### src/rtl/mm_feed_pkg.sv
// Shared types and sizing helpers for the matrix-multiply operand feeder.
// Optional rerun feature is selected with FEEDER_RERUN_EN.
package mm_feed_pkg;

  typedef enum logic [3:0] {
    IDLE, LOAD, LOADED, CLR, START, STREAM, STOP, WAIT, DONE
  } state_t;

  localparam int DATA_WIDTH_DEF  = 8;
  localparam int MAC_COUNT_DEF   = 8;
  localparam int VEC_LEN_DEF     = 8;
  localparam int SKEW_OFFSET_DEF = 1;

  // B vector followed by MAC_COUNT rows of A
  function automatic int load_count(input int vec_len, input int mac_count);
    return vec_len * (mac_count + 1);
  endfunction

  // last lane's last element lands at (VEC_LEN-1)+(MAC_COUNT-1)+SKEW_OFFSET
  function automatic int stream_len(input int vec_len, input int mac_count, input int skew);
    return vec_len + mac_count - 1 + skew;
  endfunction

  function automatic int cnt_width(input int n);
    return (n <= 2) ? 1 : $clog2(n);
  endfunction

  localparam int LOAD_COUNT = load_count(VEC_LEN_DEF, MAC_COUNT_DEF);
  localparam int STREAM_LEN = stream_len(VEC_LEN_DEF, MAC_COUNT_DEF, SKEW_OFFSET_DEF);
  localparam int LCNT_W     = cnt_width(LOAD_COUNT);
  localparam int T_W        = cnt_width(STREAM_LEN);

endpackage

### src/rtl/mm_operand_feeder_if.sv
// Load stream, control and array-facing signals of the operand feeder.
// The rerun input exists only when FEEDER_RERUN_EN is defined.
interface mm_operand_feeder_if
  import mm_feed_pkg::*;
#(
  parameter int DATA_WIDTH = DATA_WIDTH_DEF,
  parameter int MAC_COUNT  = MAC_COUNT_DEF
);
  logic                                 in_valid;
  logic                                 in_ready;
  logic [DATA_WIDTH-1:0]                in_data;
  logic                                 go;
  logic                                 mm_done;
  logic [MAC_COUNT-1:0][DATA_WIDTH-1:0] A_out;
  logic [DATA_WIDTH-1:0]                B_out;
  logic                                 mm_clr;
  logic                                 mm_start;
  logic                                 mm_stop;
  logic                                 busy;
  logic                                 done;
`ifdef FEEDER_RERUN_EN
  logic                                 rerun;
`endif

  modport master (
`ifdef FEEDER_RERUN_EN
    output rerun,
`endif
    output in_valid, in_data, go, mm_done,
    input  in_ready, A_out, B_out, mm_clr, mm_start, mm_stop, busy, done
  );

  modport slave (
`ifdef FEEDER_RERUN_EN
    input  rerun,
`endif
    input  in_valid, in_data, go, mm_done,
    output in_ready, A_out, B_out, mm_clr, mm_start, mm_stop, busy, done
  );

endinterface

### src/rtl/mm_feed_skew_line.sv
// Per-lane delay line: q is d delayed by DEPTH cycles (DEPTH=0 is a wire).
module mm_feed_skew_line #(
  parameter int DATA_WIDTH = 8,
  parameter int DEPTH      = 0
) (
  input  logic                  clk,
  input  logic                  rst,
  input  logic [DATA_WIDTH-1:0] d,
  output logic [DATA_WIDTH-1:0] q
);

  if (DEPTH == 0) begin : g_thru
    logic unused_clk_rst;
    assign unused_clk_rst = clk ^ rst;
    assign q = d;
  end else begin : g_dly
    localparam int SR_W = DEPTH * DATA_WIDTH;
    logic [SR_W-1:0] sr;
    always_ff @(posedge clk) begin
      if (rst) sr <= '0;
      else     sr <= (sr << DATA_WIDTH) | SR_W'(d);
    end
    assign q = sr[SR_W-1 -: DATA_WIDTH];
  end

endmodule

### src/rtl/mm_operand_feeder.sv
// Buffers B and A from a byte stream, then sequences clr/start/stream/stop for the MAC array.
// FEEDER_RERUN_EN adds a rerun input that replays the retained operands without reloading.
module mm_operand_feeder
  import mm_feed_pkg::*;
#(
  parameter int DATA_WIDTH  = DATA_WIDTH_DEF,
  parameter int MAC_COUNT   = MAC_COUNT_DEF,
  parameter int VEC_LEN     = VEC_LEN_DEF,
  parameter int SKEW_OFFSET = SKEW_OFFSET_DEF
) (
  input  logic                clk,
  input  logic                rst,
  mm_operand_feeder_if.slave  bus
);

  localparam int LOAD_N = load_count(VEC_LEN, MAC_COUNT);
  localparam int T_CYC  = stream_len(VEC_LEN, MAC_COUNT, SKEW_OFFSET);
  localparam int LC_W   = cnt_width(LOAD_N);
  localparam int TC_W   = cnt_width(T_CYC);

  state_t                state, state_n;
  logic [LC_W-1:0]       lcnt;
  logic [TC_W-1:0]       t;
  logic [DATA_WIDTH-1:0] mem [LOAD_N];
  logic                  accept, last_byte, stream_end, clr_buf;
  logic                  a_win;
  logic [LC_W-1:0]       k_idx;
  logic [MAC_COUNT-1:0][DATA_WIDTH-1:0] a_out;

  assign accept     = bus.in_valid & bus.in_ready;
  assign last_byte  = accept && (lcnt == LC_W'(LOAD_N - 1));
  assign stream_end = (t == TC_W'(T_CYC - 1));

`ifdef FEEDER_RERUN_EN
  logic retained;
  always_ff @(posedge clk) begin
    if (rst)                 retained <= 1'b0;
    else if (accept)         retained <= 1'b0;
    else if (state == DONE)  retained <= 1'b1;
  end
  // retained operands survive DONE; a fresh load wipes them on its first byte
  assign clr_buf = accept && (state == IDLE);
`else
  assign clr_buf = (state == DONE);
`endif

  always_ff @(posedge clk) begin
    if (rst) state <= IDLE;
    else     state <= state_n;
  end

  always_comb begin
    state_n = state;
    case (state)
      IDLE: begin
        if (bus.in_valid) state_n = LOAD;
`ifdef FEEDER_RERUN_EN
        else if (bus.rerun && retained) state_n = CLR;
`endif
      end
      LOAD:   if (last_byte) state_n = LOADED;
      LOADED: if (bus.go) state_n = CLR;
      CLR:    state_n = START;
      START:  state_n = STREAM;
      STREAM: if (stream_end) state_n = STOP;
      STOP:   state_n = WAIT;
      WAIT:   if (bus.mm_done) state_n = DONE;
      DONE: begin
        state_n = IDLE;
`ifdef FEEDER_RERUN_EN
        if (bus.rerun) state_n = CLR;
`endif
      end
      default: state_n = IDLE;
    endcase
  end

  always_ff @(posedge clk) begin
    if (rst)         lcnt <= '0;
    else if (accept) lcnt <= last_byte ? '0 : lcnt + 1'b1;
  end

  // t saturates at T-1 so it is stable through STOP/WAIT
  always_ff @(posedge clk) begin
    if (rst)                                 t <= '0;
    else if (state == START)                 t <= '0;
    else if (state == STREAM && !stream_end) t <= t + 1'b1;
  end

  always_ff @(posedge clk) begin
    if (rst) begin
      for (int j = 0; j < LOAD_N; j++) mem[j] <= '0;
    end else begin
      if (clr_buf)
        for (int j = 0; j < LOAD_N; j++) mem[j] <= '0;
      if (accept) mem[lcnt] <= bus.in_data;
    end
  end

  // rows enter unskewed at k = t-SKEW_OFFSET; each lane's delay line adds its row index
  assign a_win = (state == STREAM) && (t >= TC_W'(SKEW_OFFSET)) &&
                 (t <= TC_W'(SKEW_OFFSET + VEC_LEN - 1));
  assign k_idx = LC_W'(t - TC_W'(SKEW_OFFSET));

  for (genvar gi = 0; gi < MAC_COUNT; gi++) begin : g_lane
    logic [DATA_WIDTH-1:0] lane_d;
    assign lane_d = a_win ? mem[LC_W'(VEC_LEN * (gi + 1)) + k_idx] : '0;
    mm_feed_skew_line #(.DATA_WIDTH(DATA_WIDTH), .DEPTH(gi)) u_skew (
      .clk (clk),
      .rst (rst),
      .d   (lane_d),
      .q   (a_out[gi])
    );
  end

  assign bus.A_out    = a_out;
  assign bus.B_out    = (state == STREAM && t <= TC_W'(VEC_LEN - 1)) ? mem[LC_W'(t)] : '0;
  assign bus.in_ready = (state == IDLE) || (state == LOAD);
  assign bus.mm_clr   = (state == CLR);
  assign bus.mm_start = (state == START);
  assign bus.mm_stop  = (state == STOP);
  assign bus.done     = (state == DONE);
  assign bus.busy     = !((state == IDLE) || (state == LOADED));

endmodule
### src/flat_wrapper.sv
// flat-port wrapper written by rule: the top's interface ports become plain ports
module mm_operand_feeder_flat import mm_feed_pkg::*;
#(
  parameter int DATA_WIDTH  = DATA_WIDTH_DEF,
  parameter int MAC_COUNT   = MAC_COUNT_DEF,
  parameter int VEC_LEN     = VEC_LEN_DEF,
  parameter int SKEW_OFFSET = SKEW_OFFSET_DEF
)
  (clk, rst, bus_in_valid, bus_in_data, bus_go, bus_mm_done, bus_in_ready, bus_A_out, bus_B_out, bus_mm_clr, bus_mm_start, bus_mm_stop, bus_busy, bus_done);
  mm_operand_feeder_if #(.DATA_WIDTH(DATA_WIDTH), .MAC_COUNT(MAC_COUNT)) bus_i ();
  input  logic clk;
  input  logic rst;
  input wire logic [$bits(bus_i.in_valid)-1:0] bus_in_valid;
  input wire logic [$bits(bus_i.in_data)-1:0] bus_in_data;
  input wire logic [$bits(bus_i.go)-1:0] bus_go;
  input wire logic [$bits(bus_i.mm_done)-1:0] bus_mm_done;
  output wire logic [$bits(bus_i.in_ready)-1:0] bus_in_ready;
  output wire logic [$bits(bus_i.A_out)-1:0] bus_A_out;
  output wire logic [$bits(bus_i.B_out)-1:0] bus_B_out;
  output wire logic [$bits(bus_i.mm_clr)-1:0] bus_mm_clr;
  output wire logic [$bits(bus_i.mm_start)-1:0] bus_mm_start;
  output wire logic [$bits(bus_i.mm_stop)-1:0] bus_mm_stop;
  output wire logic [$bits(bus_i.busy)-1:0] bus_busy;
  output wire logic [$bits(bus_i.done)-1:0] bus_done;
  assign bus_i.in_valid = bus_in_valid;
  assign bus_i.in_data = bus_in_data;
  assign bus_i.go = bus_go;
  assign bus_i.mm_done = bus_mm_done;
  assign bus_in_ready = bus_i.in_ready;
  assign bus_A_out = bus_i.A_out;
  assign bus_B_out = bus_i.B_out;
  assign bus_mm_clr = bus_i.mm_clr;
  assign bus_mm_start = bus_i.mm_start;
  assign bus_mm_stop = bus_i.mm_stop;
  assign bus_busy = bus_i.busy;
  assign bus_done = bus_i.done;
  mm_operand_feeder #(.DATA_WIDTH(DATA_WIDTH), .MAC_COUNT(MAC_COUNT), .VEC_LEN(VEC_LEN), .SKEW_OFFSET(SKEW_OFFSET)) u_core (.clk(clk), .rst(rst), .bus(bus_i));
endmodule
### config.mk
export PLATFORM = sky130hd
export DESIGN_NAME = mm_operand_feeder_flat
export DESIGN_NICKNAME = d
export VERILOG_FILES = /design/src/rtl/mm_feed_pkg.sv /design/src/rtl/mm_operand_feeder_if.sv /design/src/rtl/mm_feed_skew_line.sv /design/src/rtl/mm_operand_feeder.sv /design/src/flat_wrapper.sv
export SDC_FILE = /design/constraint.sdc
export NUM_CORES = 2
export LEC_CHECK = 0
export ABC_AREA = 1
export CORE_ASPECT_RATIO = 0.5
export CORE_UTILIZATION = 60
export DETAILED_ROUTE_END_ITERATION = 6
export PLACE_DENSITY = 0.87
export SYNTH_ARGS = -nofsm -noshare
export SYNTH_HDL_FRONTEND = slang
export SYNTH_SLANG_ARGS = --single-unit
### constraint.sdc
create_clock -name clk -period 12.25 [get_ports clk]
set_clock_uncertainty 0.2 [all_clocks]
set_input_delay 3.675 -clock clk [delete_from_list [all_inputs] [get_ports clk]]
set_output_delay 3.675 -clock clk [all_outputs]
set_load 0.01 [all_outputs]
==> impl_metrics.json <==
{
  "setup_viol": 0,
  "remaining_drc_errors": 21,
  "fillerInstances": 6124,
  "finalNetCount": 5571,
  "dieWidth_um": 428.9,
  "p_switching_w": 0.003682,
  "grt_pass1_vias": 40462,
  "worst_setup_path_start_kind": "register",
  "yosysSeqAreaShare": 0.6514,
  "pin_count": 91,
  "cts_hold_buf": 0,
  "power.clock.fraction": 0.315,
  "endpoint_kind": "output port",
  "drt-wirelength-per-cell_um": 22.55,
  "cts_buffers": 104,
  "worstMarginPinSlew_ps": 1307,
  "wl_um": 153900,
  "rrSetupSlack_ps": 6540,
  "port-buffer-count": 90,
  "slew_headroom": 0.1284,
  "worst-endpoint-required_ps": 8380,
  "critical_path_arrival_ps": 6580,
  "design.die.area_um2": 92410,
  "clk_path_buf_depth": 3,
  "clock_latency_on_the_worst_skew_pair_ps": 740,
  "post_synth_instance_area_um2": 54680,
  "yosys_warnings": 0,
  "switching_fraction_of_total_power": 0.3394,
  "grt_start_max_net_pins": 187,
  "post_route_cells_drive_above_1_share": 0.04861,
  "period_needed_ps": 10460,
  "postSynthAreaPerCell_um2": 9.556,
  "synthesis.nets": 5741,
  "hpwl_um": 92090,
  "max_freq_mhz": 95.63,
  "core_region_area_um2": 89310,
  "fin_util": 0.6601,
  "h-tree-depth": 3,
  "num_rows": 77,
  "cts.repair.resized": 0,
  "floorplan.initialDensity": 0.6122,
  "postCtsSetupBuffers": 0,
  "placedInstanceArea_um2": 55470,
  "ctsRootBufferMaster": "clkbuf_16",
  "standby_leakage_power_nw": 22.29,
  "hold_ws_ps": 198.6,
  "synth_seq_cells": 1267,
  "final_min_period_over_clock_period": 0.8537,
  "antenna_found_initial": 5,
  "crit_chain": "inv_8 > ha_4 > nand2_1 > nor2_2 > buf_4 > inv_2 > ha_1 > inv_1 > nand3_1 > nand3_1 > nand2_1 > a31oi_1 > clkdlybuf4s50_1",
  "layout_commonest_cell": "nand2_1",
  "dp_slack_ps": 2701,
  "clkSinkCount": 1267,
  "power-per-cell-area_nw_per_um2": 184.0,
  "drt.antenna.violating_nets": 0,
  "crit_slowest_cell": "dfxtp_4",
  "grt_pass1_wl_um": 232700,
  "gr-usage-all-layers": 0.3288,
  "worstHoldPathType": "register to register",
  "most-common-layout-cells": "nand2_1, edfxtp_1, nor2_1, nand3_1, dfxtp_1",
  "worst_ir_drop_vdd_uv": 123.9,
  "place.gp.congestion": 0.9743,
  "via_count": 42618,
  "category_of_cells_accounting_for_the_largest_share_of_critical_path_delay": "buffers and inverters",
  "synthToLayoutAreaGrowth_pct": 7.817,
  "result_of_the_run": "finished with violations",
  "failing_checks": "design-rule violations",
  "vias_per_cell": 6.243,
  "max_cap_viol_count": 0,
  "die_y_um": 215.5,
  "worst-path-buf-inv": 5,
  "tritoncts_clock_tree": "done",
  "slowest_delay_ps": 890,
  "power.combinational.fraction": 0.244,
  "yosysUniqueCellTypes": 37,
  "maxSlewViolCount": 0,
  "postLayoutCellArea_um2": 58950,
  "path_max_fanout": 186,
  "fin_ws_ps": 1793,
  "internal_power_w": 0.007167,
  "dr.first_iter.drc_count": 7062,
  "finalSetupTns_ps": 0,
  "unrepaired_setup_endpoints_after_global_routing": "no",
  "clk_pin_slew_worst_paths_ps": 70,
  "power.sequential.fraction": 0.441,
  "timing.setup.critical_path_class": "register to output port",
  "final-hold-violation-count": 0,
  "drt_first_pass_iters": 7,
  "grt-ovfl-total": 0,
  "syn-instance-count": 5722
}
## final cells by class
cell class	count	area, um^2	share of cell area
diodes	4	10.01	0.0001698
clock buffers	136	3004	0.05096
clock inverters	55	470.5	0.007980
inverters	264	1007	0.01709
multi-input cells	3782	16170	0.2743
flip-flops and latches	1267	35620	0.6043
well taps	1185	1483	0.02515
repair buffers	133	1185	0.02010
## cell families (layout without fill, tap and decap cells)
group	count (synthesis)	count (layout)	share of synthesized area
AOI/OAI and AO/OA	263	263	0.02574
buffers and inverters	673	588	0.05428
adders and majority gates	6	6	0.001373
and+or+nand+nor	3480	3480	0.2612
xor gates and xnor gates	1	1	0.0001602
DFF	1267	1267	0.6514
other	0	4	0
muxes	32	32	0.005858
## state kept, by name (all words and copies together) (netlist names), named ones only
| signal | count |
|---|---|
| u_core.g_lane.u_skew.g_dly.sr | 216 |
| u_core.g_lane.u_skew.q | 8 |
| u_core.lcnt | 7 |
| u_core.mem | 1024 |
| u_core.state | 4 |
| u_core.t | 4 |
## through the flow
step           instances  power [W]
2_1_floorplan       5722   0.006469
3_5_place_dp        6631   0.007342
6_report            6826    0.01085
4_1_cts             6822    0.01068
3_3_place_gp        6631   0.007293
5_1_grt             6822    0.01113
## per-layer routing
layer | up-vias | wire length (um) | track usage | part of all wire
met1 | 19902 | 53800 | 0.4275 | 0.35
met2 | 3453 | 69360 | 0.5098 | 0.45
met4 | 6 | 7920 | 0.1589 | 0.051
met5 | - | 83 | 0 | 0.00054
met3 | 616 | 22760 | 0.09647 | 0.15
li1 | 18641 | - | - | -
## worst paths after layout
check             cells after the start                                   end                                start
setup / recovery                     13                          bus_A_out[0]                          u_core.t[0]
hold / removal                        2  u_core.g_lane[4].u_skew.g_dly.sr[17]  u_core.g_lane[4].u_skew.g_dly.sr[9]
setup reg to reg                     14   u_core.g_lane[6].u_skew.g_dly.sr[7]                          u_core.t[0]
hold reg to reg                       2  u_core.g_lane[4].u_skew.g_dly.sr[17]  u_core.g_lane[4].u_skew.g_dly.sr[9]
## Yosys cell counts
library cell / number / area (um^2)
nor2_4: 1 / 11.26
nand3_1: 893 / 4469
o21ai_1: 16 / 80.08
nor3_4: 1 / 16.27
buf_4: 60 / 450.4
nand2_2: 11 / 68.82
inv_1: 240 / 900.9
a221oi_1: 1 / 8.760
inv_2: 22 / 82.58
nor4_1: 1 / 6.260
a21oi_1: 86 / 430.4
a31oi_1: 20 / 125.1
o211ai_1: 8 / 60.06
nor2_1: 910 / 3416
or2_2: 1 / 6.260
nor3_1: 18 / 90.09
edfxtp_1: 1024 / 30750
nor2_2: 2 / 12.51
a211oi_1: 14 / 105.1
ha_1: 6 / 75.07
o21ai_0: 115 / 575.6
nor3_2: 2 / 20.02
buf_1: 26 / 97.59
nand2_1: 1637 / 6145
or2_1: 1 / 6.260
mux2i_1: 32 / 320.3
o22ai_1: 1 / 6.260
dfxtp_1: 243 / 4865
o21bai_1: 1 / 7.510
xor2_1: 1 / 8.760
nand4_1: 1 / 6.260
clkinv_1: 1 / 3.750
clkbuf_1: 151 / 566.8
buf_2: 172 / 860.8
clkinv_2: 1 / 5.000
nand3_2: 1 / 10.01
a21oi_2: 1 / 8.760
## tightest hold or removal path: stages (launching register included)
cell     delay [ps]
dfxtp_1         300
inv_1            50
nor2_1           30
## power groups by stage
stage | sequential, W | combinational [W] | clock (W)
6_report | 0.00478 | 0.00265 | 0.00342
5_1_grt | 0.00479 | 0.00278 | 0.00356
4_1_cts | 0.00478 | 0.00249 | 0.00340
3_5_place_dp | 0.00487 | 0.00247 | 0
3_3_place_gp | 0.00487 | 0.00242 | 0
2_1_floorplan | 0.00485 | 0.00162 | 0
(Power assumes the default switching activity.)
